--- config.mk ---
export PLATFORM = sky130hd
export DESIGN_NAME = beep_tone_decoder
export DESIGN_NICKNAME = d
export VERILOG_FILES = /design/src/rtl/beep_tone_decoder.sv
export SDC_FILE = /design/constraint.sdc
export NUM_CORES = 1
export LEC_CHECK = 0
export BUFFER_PORTS_ARGS = -buffer_cell sky130_fd_sc_hd__buf_2
export CAP_MARGIN = 25
export CORE_MARGIN = 3
export CORE_UTILIZATION = 55
export DETAILED_ROUTE_END_ITERATION = 6
export PLACE_DENSITY = 0.73
export SYNTH_ARGS = -nofsm -noshare
export SYNTH_HDL_FRONTEND = slang
export SYNTH_SLANG_ARGS = --single-unit
--- constraint.sdc ---
create_clock -name clk -period 4.6 [get_ports clk]
set_clock_uncertainty 0.2 [all_clocks]
set_input_delay 0.46 -clock clk [delete_from_list [all_inputs] [get_ports clk]]
set_output_delay 0.46 -clock clk [all_outputs]
set_load 0.005 [all_outputs]
--- src/rtl/beep_tone_decoder.sv ---
// Buzzer tone decoder: measures the spacing of falling edges on tone_in and
// reports the matching musical note once it has been stable for STABLE_N periods.
module beep_tone_decoder #(
  parameter int CLK_PRE   = 50_000_000,
  parameter int TOL_SHIFT = 6,
  parameter int STABLE_N  = 4,
  parameter int TIMEOUT   = 1_000_000
) (
  input  logic        clk,
  input  logic        rst_n,
  input  logic        en,
  input  logic        tone_in,
  output logic [3:0]  note,
  output logic        note_valid,
  output logic [17:0] period,
  output logic        locked
);

  localparam int TW = $clog2(TIMEOUT + 1);
  localparam int RW = $clog2(STABLE_N + 1);

  localparam logic [1:0] S_IDLE    = 2'd0;
  localparam logic [1:0] S_MEASURE = 2'd1;
  localparam logic [1:0] S_LOCKED  = 2'd2;

  function automatic int freq_of(input int n);
    case (n)
      1:       freq_of = 262;
      2:       freq_of = 294;
      3:       freq_of = 330;
      4:       freq_of = 349;
      5:       freq_of = 392;
      6:       freq_of = 440;
      7:       freq_of = 494;
      8:       freq_of = 523;
      9:       freq_of = 587;
      10:      freq_of = 659;
      11:      freq_of = 698;
      12:      freq_of = 784;
      13:      freq_of = 880;
      default: freq_of = 988;
    endcase
  endfunction

  logic          sync1_reg, sync2_reg, sync3_reg;
  logic          edge_pulse;
  logic [17:0]   cnt_reg;
  logic [TW-1:0] tmo_reg;
  logic [1:0]    state_reg;
  logic [3:0]    cand_reg;
  logic [RW-1:0] run_reg;
  logic [RW-1:0] run_next;
  logic [13:0]   match;
  logic [3:0]    cls;
  logic          tmo_hit;
  logic          clear_req;
  int            cnt_int;

  assign edge_pulse = sync3_reg & ~sync2_reg;
  assign cnt_int    = {14'd0, cnt_reg};
  assign tmo_hit    = (tmo_reg == TW'(TIMEOUT - 1));
  assign clear_req  = !en || (state_reg != S_IDLE && tmo_hit);
  assign locked     = (note != 4'd0);

  // One tolerance window per note; windows are fixed at elaboration.
  generate
    for (genvar gi = 0; gi < 14; gi++) begin : g_cls
      localparam int P   = CLK_PRE / freq_of(gi + 1);
      localparam int TOL = P >>> TOL_SHIFT;
      assign match[gi] = (cnt_int >= P - TOL) && (cnt_int <= P + TOL);
    end
  endgenerate

  // Descending scan so the lowest matching code wins.
  always_comb begin
    cls = 4'd0;
    for (int i = 13; i >= 0; i--) begin
      if (match[i]) cls = 4'(i + 1);
    end
    if (cnt_reg == '1) cls = 4'd0;
  end

  always_comb begin
    run_next = RW'(1);
    if (cls == cand_reg && run_reg != '0) begin
      run_next = (run_reg == RW'(STABLE_N)) ? run_reg : run_reg + RW'(1);
    end
  end

  always_ff @(posedge clk or negedge rst_n) begin
    if (!rst_n) begin
      sync1_reg  <= 1'b1;
      sync2_reg  <= 1'b1;
      sync3_reg  <= 1'b1;
      cnt_reg    <= '0;
      tmo_reg    <= '0;
      state_reg  <= S_IDLE;
      cand_reg   <= 4'd0;
      run_reg    <= '0;
      note       <= 4'd0;
      note_valid <= 1'b0;
      period     <= '0;
    end else begin
      sync1_reg  <= tone_in;
      sync2_reg  <= sync1_reg;
      sync3_reg  <= sync2_reg;
      note_valid <= 1'b0;
      cnt_reg    <= edge_pulse ? 18'd1 : ((cnt_reg == '1) ? cnt_reg : cnt_reg + 18'd1);

      if (clear_req) begin
        state_reg <= S_IDLE;
        cand_reg  <= 4'd0;
        run_reg   <= '0;
        tmo_reg   <= '0;
        if (note != 4'd0 && !note_valid) begin
          note       <= 4'd0;
          note_valid <= 1'b1;
        end
      end else if (state_reg == S_IDLE) begin
        tmo_reg <= '0;
        // A clear that collided with a classification pulse finishes here.
        if (note != 4'd0 && !note_valid) begin
          note       <= 4'd0;
          note_valid <= 1'b1;
        end
        if (edge_pulse) state_reg <= S_MEASURE;
      end else begin
        tmo_reg <= edge_pulse ? '0 : tmo_reg + TW'(1);
        if (edge_pulse) begin
          period   <= cnt_reg;
          cand_reg <= cls;
          run_reg  <= run_next;
          if (run_next == RW'(STABLE_N) && cls != note) begin
            note       <= cls;
            note_valid <= 1'b1;
            state_reg  <= (cls != 4'd0) ? S_LOCKED : S_MEASURE;
          end
        end
      end
    end
  end

endmodule

==> metrics.log, run 1 <==
[metrics] minimum period implied by the final worst setup slack: 4070 ps
[metrics] routed length on met2: 6940 um
[metrics] number of ports placed on the die boundary: 28
[metrics] largest fanout on the critical path: 9
[metrics] port bufs: 27
[metrics] initial core utilization: 0.567
[metrics] net count after synthesis: 611
[metrics] Max Used Layer: met4
[metrics] diodes inserted: 0
[metrics] total chip power: 1.59 mW
[metrics] CTS Buf Count: 9
[metrics] transition time at the pin with the least slew margin: 988 ps
[metrics] number of vias per cell: 6.63
[metrics] total placed instance area: 5110 um2
[metrics] Post-Syn Area per Cell: 8.28 um2
[metrics] std cell rows: 34
[metrics] drt first-iter violations: 562
[metrics] total number of H-tree levels: 3
[metrics] initial antenna violation count: 0
[metrics] largest area contributor in the netlist: dfrtp_1
[metrics] Hold/Removal Path Class: input port to async pin
[metrics] wire length of the first global-routing pass: 24600 um
[metrics] count of endpoints failing setup in the final report: 0
[metrics] sequential element share of the synthesized area: 0.369
[metrics] clock tree root driver cell: clkbuf_8
[metrics] async set or reset register ratio after synthesis: 1.00
[metrics] Initial DRT Pass Iterations: 5
[metrics] unrepaired setup endpoints after global routing: false
[metrics] power per standard cell area: 297 nW/um2
[metrics] most frequent standard cell in the layout excluding fill and tap cells: nand2_1
[metrics] reg2reg setup slack: 530 ps
[metrics] Worst-Skew Late Latency: 340 ps
[metrics] number of library cell types mapped by synthesis: 69
[metrics] Total GRT Usage: 0.306
[metrics] global placement routability congestion: 1.00
[metrics] die height: 101 um
[metrics] maximum number of pins on one net before global-route repair: 74
[metrics] Final WS setup: 533 ps
[metrics] most used flip-flop cell after synthesis: dfrtp_1
[metrics] source of the worst register-to-register timing path: cnt_reg[1]
[metrics] R2R depth: 12
[metrics] maximum achievable frequency: 246 MHz
[metrics] Post-Place Setup Slack: 660 ps
[metrics] post-cts gate resize count: 0
[metrics] Data required, critical path: 4620 ps
[metrics] Max-Slew Margin vs Limit: 0.342
[metrics] Leak: 2.33 nW
[metrics] Die Outline Area: 10200 um2
[metrics] most area-consuming cells after synthesis: dfrtp_1 (35%), nand2_1 (6.6%), nor2_1 (4.8%)
[metrics] area fraction of the dominant cell type after synthesis: 0.353
[metrics] category of the most critical setup path: flip-flop to flip-flop
[metrics] buffer levels on the longest clock path: 2
[metrics] DIE WIDTH: 101 um
[metrics] Yosys warning total: 0
[metrics] routed vias: 4774
[metrics] Fin. Hold Viols: 0
[metrics] wire length on met1: 6640 um
[metrics] Post CTS Setup Buffer Count: 0
[metrics] routed wl met3: 1190 um
[metrics] number of flops mapped to enable cells by yosys: 0
[metrics] result of the run: finished clean
[metrics] Non-Filler Cell Area, Final: 5350 um2
[metrics] worst voltage drop across the vdd grid: 0.306 mV
[metrics] final total negative setup slack: 0 ps
[metrics] post-CTS clock slew at the launch and capture registers of the worst setup and hold paths: 90 ps
[metrics] number of max-slew violations in the final report: 0
[metrics] final clock period utilization by the worst path: 0.884
[metrics] area of the core: 8760 um2
[metrics] #FFs+latches synth: 73
[metrics] post-synthesis cell area: 4970 um2
[metrics] arrival time of data at the critical path endpoint: 4090 ps
[metrics] placed wire-length estimate: 10800 um
[metrics] max reg flops: 20
[metrics] # DRC: 0
[metrics] synthesized instance count: 600
[metrics] # nets final: 618
[metrics] endpoint of the worst register-to-register path: state_reg[0]
[metrics] type of element capturing the critical path: flip-flop
[metrics] Layout area overhead: 7.76%
[metrics] Congestion Overflow GR: 0
[metrics] max cap viols: 0
[metrics] share of cells above drive strength 1: 0.116
[metrics] startpoint type of the worst setup path: flip-flop
[metrics] post-detailed-route wirelength per cell: 21.4 um
[metrics] vias in the first global route: 4522
[metrics] clock tree from TritonCTS: done
[metrics] antenna violation net count after detailed routing: 0
[metrics] routed wire length: 15400 um
[metrics] number of fill cells in the layout: 805
[metrics] clock tree sinks: 73
[metrics] most frequent cells in the layout: nand2_1 (87), dfrtp_1 (70), nor2_1 (64)
## where the power goes
| group | leakage (nW) | internal, mW | switching [mW] |
|---|---|---|---|
| registers | 0.999 | 0.669 | 0.0978 |
| clock network | 0.113 | 0.323 | 0.261 |
| logic | 1.22 | 0.0902 | 0.148 |
| total | 2.33 | 1.08 | 0.507 |
## synthesized netlist by cell type (5+ instances only)
cell / instances
nor4_1: 12
ha_1: 7
xnor2_1: 21
a21oi_1: 17
inv_1: 16
o311ai_0: 5
xor2_1: 18
nand2_1: 87
buf_2: 23
or3_1: 6
a211oi_1: 6
a31oi_1: 12
nand4_1: 6
nand4b_1: 6
o2111ai_1: 5
and2_1: 6
nor2_1: 64
dfrtp_1: 70
nor2b_1: 14
nand2b_1: 7
and3_1: 15
nand3_1: 25
clkbuf_1: 15
mux2i_1: 5
and4_1: 5
o21ai_0: 35
nor3_1: 14
## stage by stage
step                cells  hold WS (ps)  utilization
floorplan             600         -35.6            -
global placement      702           146        0.583
detailed placement    702           149        0.583
CTS                   719          57.3        0.610
global route          720           108        0.611
finish                720          36.3        0.611
## per-layer routing
layer | track usage | up-vias
li1 | - | 2169
met1 | 0.423 | 2302
met2 | 0.460 | 236
met3 | 0.0678 | 67
met4 | 0.137 | 0
met5 | 0 | -
## logic make-up after synthesis
group           count (synthesis)  synth area share
mux                             5            0.0101
xor+xnor                       39            0.0688
compound gates                121             0.170
fa+ha+maj                       7            0.0176
simple gates                  294             0.309
flops                          73             0.369
buf+inv                        61            0.0564
## what timing repair did
| item | CTS | global route |
|---|---|---|
| endpoints found under the setup margin | 0 | 0 |
| endpoints found under the hold margin | 1 | 0 |
| hold buffers | 1 | 0 |
## worst max path at each step
stage | slack, ps | endpoint | cells past startpoint | from
finish | 530 | state_reg[0] | 12 | cnt_reg[1]
global route | 110 | state_reg[0] | 12 | cnt_reg[1]
CTS | 590 | state_reg[0] | 12 | cnt_reg[1]
detailed placement | 660 | state_reg[0] | 12 | cnt_reg[1]
global placement | 620 | state_reg[0] | 12 | cnt_reg[1]
floorplan | 1310 | state_reg[0] | 12 | cnt_reg[1]
## worst max-delay path: stages (launching register included)
cell,delay (ps)
dfrtp_1,490
inv_1,220
ha_1,400
nand2b_1,200
a211oi_1,270
o311ai_0,180
a2111oi_2,510
nor2_1,110
nand4_1,220
xor2_1,170
nor4_4,500
a31oi_1,160
o31a_1,310
## layout make-up
cell class                 instances  area [um2]  area share
tap                              108         135      0.0252
clock buffer                      10         138      0.0257
inverter                          16        60.1      0.0112
timing repair buffer              41         243      0.0453
clock inverter                     6        90.1      0.0168
multi-input combinational        466        2860       0.534
sequential                        73        1830       0.342
(Power assumes the default switching activity.)
==> run 2, diff against run 1 <==
--- a/config.mk
+++ b/config.mk
@@ -5,12 +5,14 @@
 export SDC_FILE = /design/constraint.sdc
 export NUM_CORES = 1
 export LEC_CHECK = 0
-export BUFFER_PORTS_ARGS = -buffer_cell sky130_fd_sc_hd__buf_2
+export ABC_AREA = 1
+export BUFFER_PORTS_ARGS = -buffer_cell sky130_fd_sc_hd__buf_4
 export CAP_MARGIN = 25
 export CORE_MARGIN = 3
 export CORE_UTILIZATION = 55
 export DETAILED_ROUTE_END_ITERATION = 6
 export PLACE_DENSITY = 0.73
+export SKIP_CTS_REPAIR_TIMING = 1
 export SYNTH_ARGS = -nofsm -noshare
 export SYNTH_HDL_FRONTEND = slang
 export SYNTH_SLANG_ARGS = --single-unit
==> metrics.log, run 2 <==
[metrics] Layout Cells excl Fill: 902 (+25%)
[metrics] number of max-slew violations in the final report: 0 (unchanged)
[metrics] Yosys warning total: 0 (unchanged)
[metrics] count of buffer and inverter cells on the critical path: 2 (+1)
[metrics] die height: 102 um (+0.71%)
[metrics] category of the most critical setup path: flip-flop to flip-flop
[metrics] list of cells traversed by the critical path: inv_1 > ha_1 > inv_1 > nand2_1 > nor2_1 > o21ai_0 > nand2_1 > nand2_1 > nand3_1 > nand2_1 > nor2_4 > nand2_2 > nand2_1 > nand2_1 > nor2_2 > nand3_2 > nor2_2 > nand3_2 > nand2_4 > nand2_4 > nand2_1 > nand2_1
[metrics] clock tree sinks: 73 (unchanged)
[metrics] kind of cell adding the most delay to the critical path: simple AND/OR/NAND/NOR gates
[metrics] CTS Buf Count: 9 (unchanged)
[metrics] async set or reset register ratio after synthesis: 1.00 (unchanged)
[metrics] type of element capturing the critical path: flip-flop
[metrics] power share of the sequential group: 0.480 (-0.003)
[metrics] most frequent cells in the layout: nand2_1 (205), nor2_1 (103), inv_1 (81)
[metrics] post-synthesis cell area: 5040 um2 (+1.5%)
[metrics] #FFs+latches synth: 73 (unchanged)
[metrics] count of endpoints failing setup in the final report: 0 (unchanged)
[metrics] cell type of the slowest stage on the worst timing path: dfrtp_1
[metrics] routed vias: 5508 (+15%)
[metrics] area of the core: 8810 um2 (+0.49%)
[metrics] most area-consuming cells after synthesis: dfrtp_1 (35%), nand2_1 (15%), nor2_1 (7.7%)
[metrics] maximum number of pins on one net before global-route repair: 74 (unchanged)
[metrics] total placed instance area: 5350 um2 (+4.8%)
[metrics] port bufs: 27 (unchanged)
[metrics] final clock period utilization by the worst path: 0.791 (-0.0936)
[metrics] Leak: 2.69 nW (+15%)
[metrics] crit path launch: cnt_reg[1]
[metrics] max cap viols: 0 (unchanged)
[metrics] drt first-iter violations: 769 (+37%)
[metrics] placed wire-length estimate: 13100 um (+21%)
[metrics] diodes inserted: 0 (unchanged)
[metrics] source of the worst register-to-register timing path: cnt_reg[1]
[metrics] total number of H-tree levels: 3 (unchanged)
[metrics] clock tree from TritonCTS: done
[metrics] startpoint type of the worst setup path: flip-flop
[metrics] number of cells after detailed placement: 885 (+26%)
[metrics] arrival time of data at the critical path endpoint: 3680 ps (-410 ps)
[metrics] R2R depth: 22 (+10)
[metrics] area fraction of the dominant cell type after synthesis: 0.347 (-0.00525)
[metrics] Worst-Skew Late Latency: 360 ps (+20 ps)
[metrics] routed wire length: 17000 um (+10%)
[metrics] Non-Filler Cell Area, Final: 5530 um2 (+3.4%)
[metrics] Initial DRT Pass Iterations: 6 (+1)
[metrics] post-detailed-route wirelength per cell: 18.8 um (-12%)
[metrics] Congestion Overflow GR: 0 (unchanged)
[metrics] net count after synthesis: 772 (+26%)
[metrics] clock power share: 0.309 (-0.058)
[metrics] number of fill cells in the layout: 830 (+3.1%)
[metrics] Die Outline Area: 10400 um2 (+1.4%)
[metrics] Switching Share: 0.372 (+0.0529)
[metrics] minimum period implied by the final worst setup slack: 3640 ps (-430 ps)
[metrics] DIE WIDTH: 102 um (+0.71%)
[metrics] synthesized instance count: 761 (+27%)
[metrics] transition time at the pin with the least slew margin: 925 ps (-62.4 ps)
[metrics] std cell rows: 34 (unchanged)
[metrics] Max-Slew Margin vs Limit: 0.383 (+0.0416)
[metrics] max reg flops: 20 (unchanged)
[metrics] number of library cell types mapped by synthesis: 40 (-42%)
[metrics] number of vias per cell: 6.11 (-7.9%)
[metrics] total chip power: 1.54 mW (-2.8%)
[metrics] slowest cell delay on critical path: 520 ps (about the same)
[metrics] power per standard cell area: 279 nW/um2 (-6.0%)
[metrics] Fin. Hold Viols: 0 (unchanged)
[metrics] internal portion of total power: 0.970 mW (-10%)
[metrics] final total negative setup slack: 0 ps (unchanged)
[metrics] Hold/Removal Path Class: input port to async pin
[metrics] clock tree root driver cell: clkbuf_8
[metrics] crit path to: note[3]
[metrics] most used flip-flop cell after synthesis: dfrtp_1
[metrics] reg2reg setup slack: 960 ps (+430 ps)
[metrics] number of ports placed on the die boundary: 28 (unchanged)
[metrics] post-CTS clock slew at the launch and capture registers of the worst setup and hold paths: 90 ps (about the same)
[metrics] sequential element share of the synthesized area: 0.363 (-0.00549)
[metrics] initial core utilization: 0.573 (+0.00579)
[metrics] switching power: 0.575 mW (+13%)
[metrics] antenna violation net count after detailed routing: 0 (unchanged)
[metrics] number of flops mapped to enable cells by yosys: 0 (unchanged)
[metrics] vias in the first global route: 5195 (+15%)
[metrics] # nets final: 800 (+29%)
[metrics] maximum achievable frequency: 275 MHz (+12%)
[metrics] share of cells above drive strength 1: 0.110 (-0.00644)
[metrics] buffer levels on the longest clock path: 2 (unchanged)
[metrics] most frequent standard cell in the layout excluding fill and tap cells: nand2_1
[metrics] worst voltage drop across the vdd grid: 0.199 mV (-35%)
[metrics] result of the run: finished clean
[metrics] Total GRT Usage: 0.340 (+0.0333)
[metrics] # DRC: 0 (unchanged)
[metrics] cell occurring most often along the worst timing path: nand2_1
[metrics] endpoint of the worst register-to-register path: note[3]
[metrics] largest area contributor in the netlist: dfrtp_1
[metrics] global placement routability congestion: 1.11 (+11%)
[metrics] total number of cells along the worst setup path: 22 (+10)
[metrics] wire length of the first global-routing pass: 27000 um (+9.7%)
[metrics] proportion of power drawn by combinational gates: 0.211 (+0.061)
[metrics] unrepaired setup endpoints after global routing: false
[metrics] commonest cells in the synthesized netlist: nand2_1 (205), nor2_1 (103), inv_1 (81)
[metrics] Data required, critical path: 4650 ps (+30 ps)
[metrics] largest fanout on the critical path: 8 (-1)
[metrics] initial antenna violation count: 0 (unchanged)
[metrics] Post-Syn Area per Cell: 6.63 um2 (-20%)
[metrics] cell with the most instances after synthesis: nand2_1
[metrics] Layout area overhead: 9.75%
-- run 2: changes by cell type after synthesis, sizes merged, moves of 11 or more --
cell,previous run,this run
inv,16,95
xnor2,21,4
nand3,26,67
nor2b,14,0
and3,15,0
nand4,6,17
nand2,87,214
nor3,14,25
nor2,64,115
buf,30,7
o21ai,35,50
-- run 2: metal layers --
metal	wire [um]	up-vias	global-route usage	share of wire
li1	-	2546	-	-
met1	7010	2531	0.476	0.41
met2	7350	369	0.515	0.43
met3	1960	62	0.0730	0.12
met4	680	0	0.129	0.040
met5	0	-	0	0
-- run 2: kinds of logic after synthesis --
logic type / share of synthesized area
AO/OA/AOI/OAI: 0.111
XOR/XNOR: 0.0278
adder cells (fa/ha/maj): 0.0174
buffers and inverters: 0.0851
flip-flops: 0.363
AND/OR/NAND/NOR: 0.395
-- run 2: power by group through the flow --
stage | combinational, mW | clock [mW] | sequential [mW]
CTS | 0.315 | 0.478 | 0.740
detailed placement | 0.314 | 0 | 0.752
floorplan | 0.189 | 0 | 0.734
global placement | 0.315 | 0 | 0.749
finish | 0.325 | 0.478 | 0.741
global route | 0.353 | 0.506 | 0.746
-- run 2: final cells by class --
type                       instances  area [um2]  share of cell area
multi-input combinational        578        2780               0.503
inverter                          96         360              0.0651
clock inverter                     6        42.5             0.00769
timing repair buffer              31         255              0.0461
sequential                        73        1830               0.331
tap                              108         135              0.0244
clock buffer                      10         128              0.0231
-- run 2: stage by stage --
step,setup slack [ps],utilization,hold slack [ps]
2_1_floorplan,1960,-,-35.6
3_5_place_dp,1100,0.608,152
5_1_grt,745,0.628,80.7
6_report,963,0.628,10.5
4_1_cts,1070,0.627,8.43
3_3_place_gp,1140,0.605,150
-- run 2: worst min-delay path by stage --
| stage | startpoint | to | slack, ps | cells past startpoint |
|---|---|---|---|---|
| after floorplan | rst_n | cand_reg[0] | -40 | 0 |
| after CTS | tone_in | sync1_reg | 8 | 1 |
| after global placement | sync1_reg | sync2_reg | 150 | 0 |
| final | rst_n | period[4] | 10 | 1 |
| after global routing | rst_n | period[10] | 80 | 1 |
| after detailed placement | sync1_reg | sync2_reg | 150 | 0 |
-- run 2: worst reg2reg max path: stages (launching register included) --
cell,delay [ps]
dfrtp_1,520
inv_1,190
ha_1,290
inv_1,260
nand2_1,110
nor2_1,120
o21ai_0,100
nand2_1,140
nand2_1,70
nand3_1,110
nand2_1,90
nor2_4,190
nand2_2,120
nand2_1,70
nand2_1,80
nor2_2,140
nand3_2,110
nor2_2,140
nand3_2,120
nand2_4,140
nand2_4,70
nand2_1,90
nand2_1,60
==> run 3, diff against run 2 <==
--- a/config.mk
+++ b/config.mk
@@ -11,7 +11,7 @@
 export CORE_MARGIN = 3
 export CORE_UTILIZATION = 55
 export DETAILED_ROUTE_END_ITERATION = 6
-export PLACE_DENSITY = 0.73
+export PLACE_DENSITY = 0.76
 export SKIP_CTS_REPAIR_TIMING = 1
 export SYNTH_ARGS = -nofsm -noshare
 export SYNTH_HDL_FRONTEND = slang
==> constraint.sdc (replaced) <==
create_clock -name clk -period 3 [get_ports clk]
set_clock_uncertainty 0.2 [all_clocks]
set_input_delay 0.3 -clock clk [delete_from_list [all_inputs] [get_ports clk]]
set_output_delay 0.3 -clock clk [all_outputs]
set_load 0.005 [all_outputs]
==> metrics.log, run 3 (synthesis gave the netlist of run 2 again) <==
[metrics] drt first-iter violations: 982 (+28%)
[metrics] buffer levels on the longest clock path: 2 (unchanged)
[metrics] type of element capturing the critical path: flip-flop
[metrics] startpoint type of the worst setup path: flip-flop
[metrics] area of the core: 8810 um2 (unchanged)
[metrics] category of the most critical setup path: flip-flop to flip-flop
[metrics] DIE WIDTH: 102 um (unchanged)
[metrics] placed wire-length estimate: 12500 um (-4.7%)
[metrics] total number of H-tree levels: 3 (unchanged)
[metrics] Congestion Overflow GR: 0 (unchanged)
[metrics] Data required, critical path: 3080 ps (-1570 ps)
[metrics] Initial DRT Pass Iterations: 7 (+1)
[metrics] arrival time of data at the critical path endpoint: 3080 ps (-600 ps)
[metrics] maximum achievable frequency: 333 MHz (+21%)
[metrics] slowest cell delay on critical path: 480 ps (-40 ps)
[metrics] # nets final: 871 (+8.9%)
[metrics] die height: 102 um (unchanged)
[metrics] minimum period implied by the final worst setup slack: 3000 ps (-638 ps)
[metrics] transition time at the pin with the least slew margin: 918 ps (-7.39 ps)
[metrics] global placement routability congestion: 1.19 (+6.6%)
[metrics] violations in the final reports: design-rule violations
[metrics] std cell rows: 34 (unchanged)
[metrics] largest fanout on the critical path: 8 (unchanged)
[metrics] antenna violation net count after detailed routing: 0 (unchanged)
[metrics] Max-Slew Margin vs Limit: 0.388 (+0.00493)
[metrics] result of the run: complete, but fails checks
[metrics] worst voltage drop across the vdd grid: 0.412 mV (+110%)
[metrics] CTS Buf Count: 9 (unchanged)
[metrics] max cap viols: 0 (unchanged)
[metrics] vias in the first global route: 5434 (+4.6%)
[metrics] initial antenna violation count: 0 (unchanged)
[metrics] clock tree sinks: 73 (unchanged)
[metrics] cell type of the slowest stage on the worst timing path: dfrtp_2
[metrics] number of ports placed on the die boundary: 28 (unchanged)
[metrics] count of buffer and inverter cells on the critical path: 1 (-1)
[metrics] reg2reg setup slack: 1 ps (-960 ps)
[metrics] wire length of the first global-routing pass: 25900 um (-3.9%)
[metrics] most frequent standard cell in the layout excluding fill and tap cells: nand2_1
[metrics] routed vias: 6093 (+11%)
[metrics] most frequent cells in the layout: nand2_1 (182), buf_4 (97), nor2_1 (85)
[metrics] # DRC: 37 (+37)
[metrics] Hold/Removal Path Class: input port to flip-flop
[metrics] number of vias per cell: 6.26 (+2.5%)
[metrics] clock tree from TritonCTS: done
[metrics] cell occurring most often along the worst timing path: nand2_1
[metrics] max reg flops: 20 (unchanged)
[metrics] Die Outline Area: 10400 um2 (unchanged)
[metrics] diodes inserted: 0 (unchanged)
[metrics] port bufs: 27 (unchanged)
[metrics] maximum number of pins on one net before global-route repair: 74 (unchanged)
[metrics] routed wire length: 17800 um (+4.8%)
[metrics] Total GRT Usage: 0.324 (-0.0154)
[metrics] post-CTS clock slew at the launch and capture registers of the worst setup and hold paths: 90 ps (about the same)
[metrics] Leak: 3.12 nW (+16%)
[metrics] total chip power: 2.63 mW (+71%)
[metrics] list of cells traversed by the critical path: buf_4 > nor2_4 > nand2_1 > nor2_1 > nand3_1 > nand3_1 > nand2_1 > nand2_1 > and2_1 > nand3_2 > nand2_2 > nand2_1 > nor2_2 > nand3_2 > nor2_4 > nand3_2 > nand2_4 > nand2_2 > nand2_1 > nand2_1
[metrics] unrepaired setup endpoints after global routing: true
[metrics] kind of cell adding the most delay to the critical path: simple AND/OR/NAND/NOR gates
[metrics] share of cells above drive strength 1: 0.284 (+0.175)
[metrics] Fin. Hold Viols: 0 (unchanged)
[metrics] count of endpoints failing setup in the final report: 0 (unchanged)
[metrics] post-detailed-route wirelength per cell: 18.3 um (-2.9%)
[metrics] fraction of the core area covered by cells at the end of the flow: 0.735 (+0.107)
[metrics] Worst-Skew Late Latency: 380 ps (+20 ps)
[metrics] clock tree root driver cell: clkbuf_8
[metrics] power per standard cell area: 407 nW/um2 (+46%)
[metrics] number of max-slew violations in the final report: 0 (unchanged)
[metrics] final clock period utilization by the worst path: 1.00 (+0.209)
[metrics] Layout area overhead: 28.4%
[metrics] initial core utilization: 0.573 (unchanged)
run 3: changes by cell type in the layout (fill, tap and decap cells not counted), moves of 6 or more:
| cell | previous run | this run |
|---|---|---|
| nand3_2 | 3 | 10 |
| nand2_1 | 205 | 182 |
| dfrtp_2 | 0 | 14 |
| inv_1 | 81 | 70 |
| nor2_1 | 103 | 85 |
| nand2_2 | 7 | 24 |
| nand3_1 | 64 | 57 |
| inv_4 | 0 | 6 |
| nor2_4 | 2 | 19 |
| nand2_4 | 2 | 8 |
| buf_4 | 29 | 97 |
| dfrtp_1 | 70 | 56 |
run 3: path summary, 6_finish.rpt:
| path | startpoint | endpoint | cells after the start |
|---|---|---|---|
| hold reg to reg | sync1_reg | sync2_reg | 0 |
| setup / recovery | cnt_reg[9] | state_reg[0] | 20 |
| hold / removal | en | state_reg[0] | 5 |
| setup reg to reg | cnt_reg[9] | state_reg[0] | 20 |
| max in group asynchronous | rst_n | cnt_reg[4] | 2 |
| min in group asynchronous | rst_n | period[1] | 2 |
run 3: tightest hold or removal path: stages:
cell	delay [ps]
buf_4	110
nand2_1	80
nor2_1	50
nand3_1	70
nand2_1	60
run 3: cell type report:
class | count | area (um2)
Fill cell | 676 | 2330
Clock buffer | 10 | 128
Tap cell | 108 | 135
Sequential cell | 73 | 1850
Inverter | 96 | 385
Multi-Input combinational cell | 578 | 3120
Timing Repair Buffer | 102 | 793
Clock inverter | 6 | 67.6
run 3: per-stage QoR:
| stage | setup TNS [ps] | setup WS [ps] | cell area [um2] | cells | hold WS [ps] |
|---|---|---|---|---|---|
| after CTS | -1150 | -212 | 5750 | 931 | -167 |
| final | 0 | 1.04 | 6480 | 973 | 118 |
| after global routing | -557 | -106 | 6480 | 973 | 168 |
| after global placement | -212 | -41.6 | 5560 | 915 | 151 |
| after floorplan | 0 | 359 | 5040 | 761 | -196 |
| after detailed placement | -961 | -178 | 5560 | 915 | 150 |
run 3: metal layers:
metal  part of all wire  GRT usage  up-vias
met5                  0          0        -
met4              0.061      0.166        0
met3               0.13     0.0971      129
met2               0.42      0.467      507
met1               0.39      0.440     2768
li1                   -          -     2689
run 3: report_power, final:
part | internal [mW] | switching (mW)
logic | 0.256 | 0.447
clock network | 0.387 | 0.413
registers | 1.05 | 0.0813
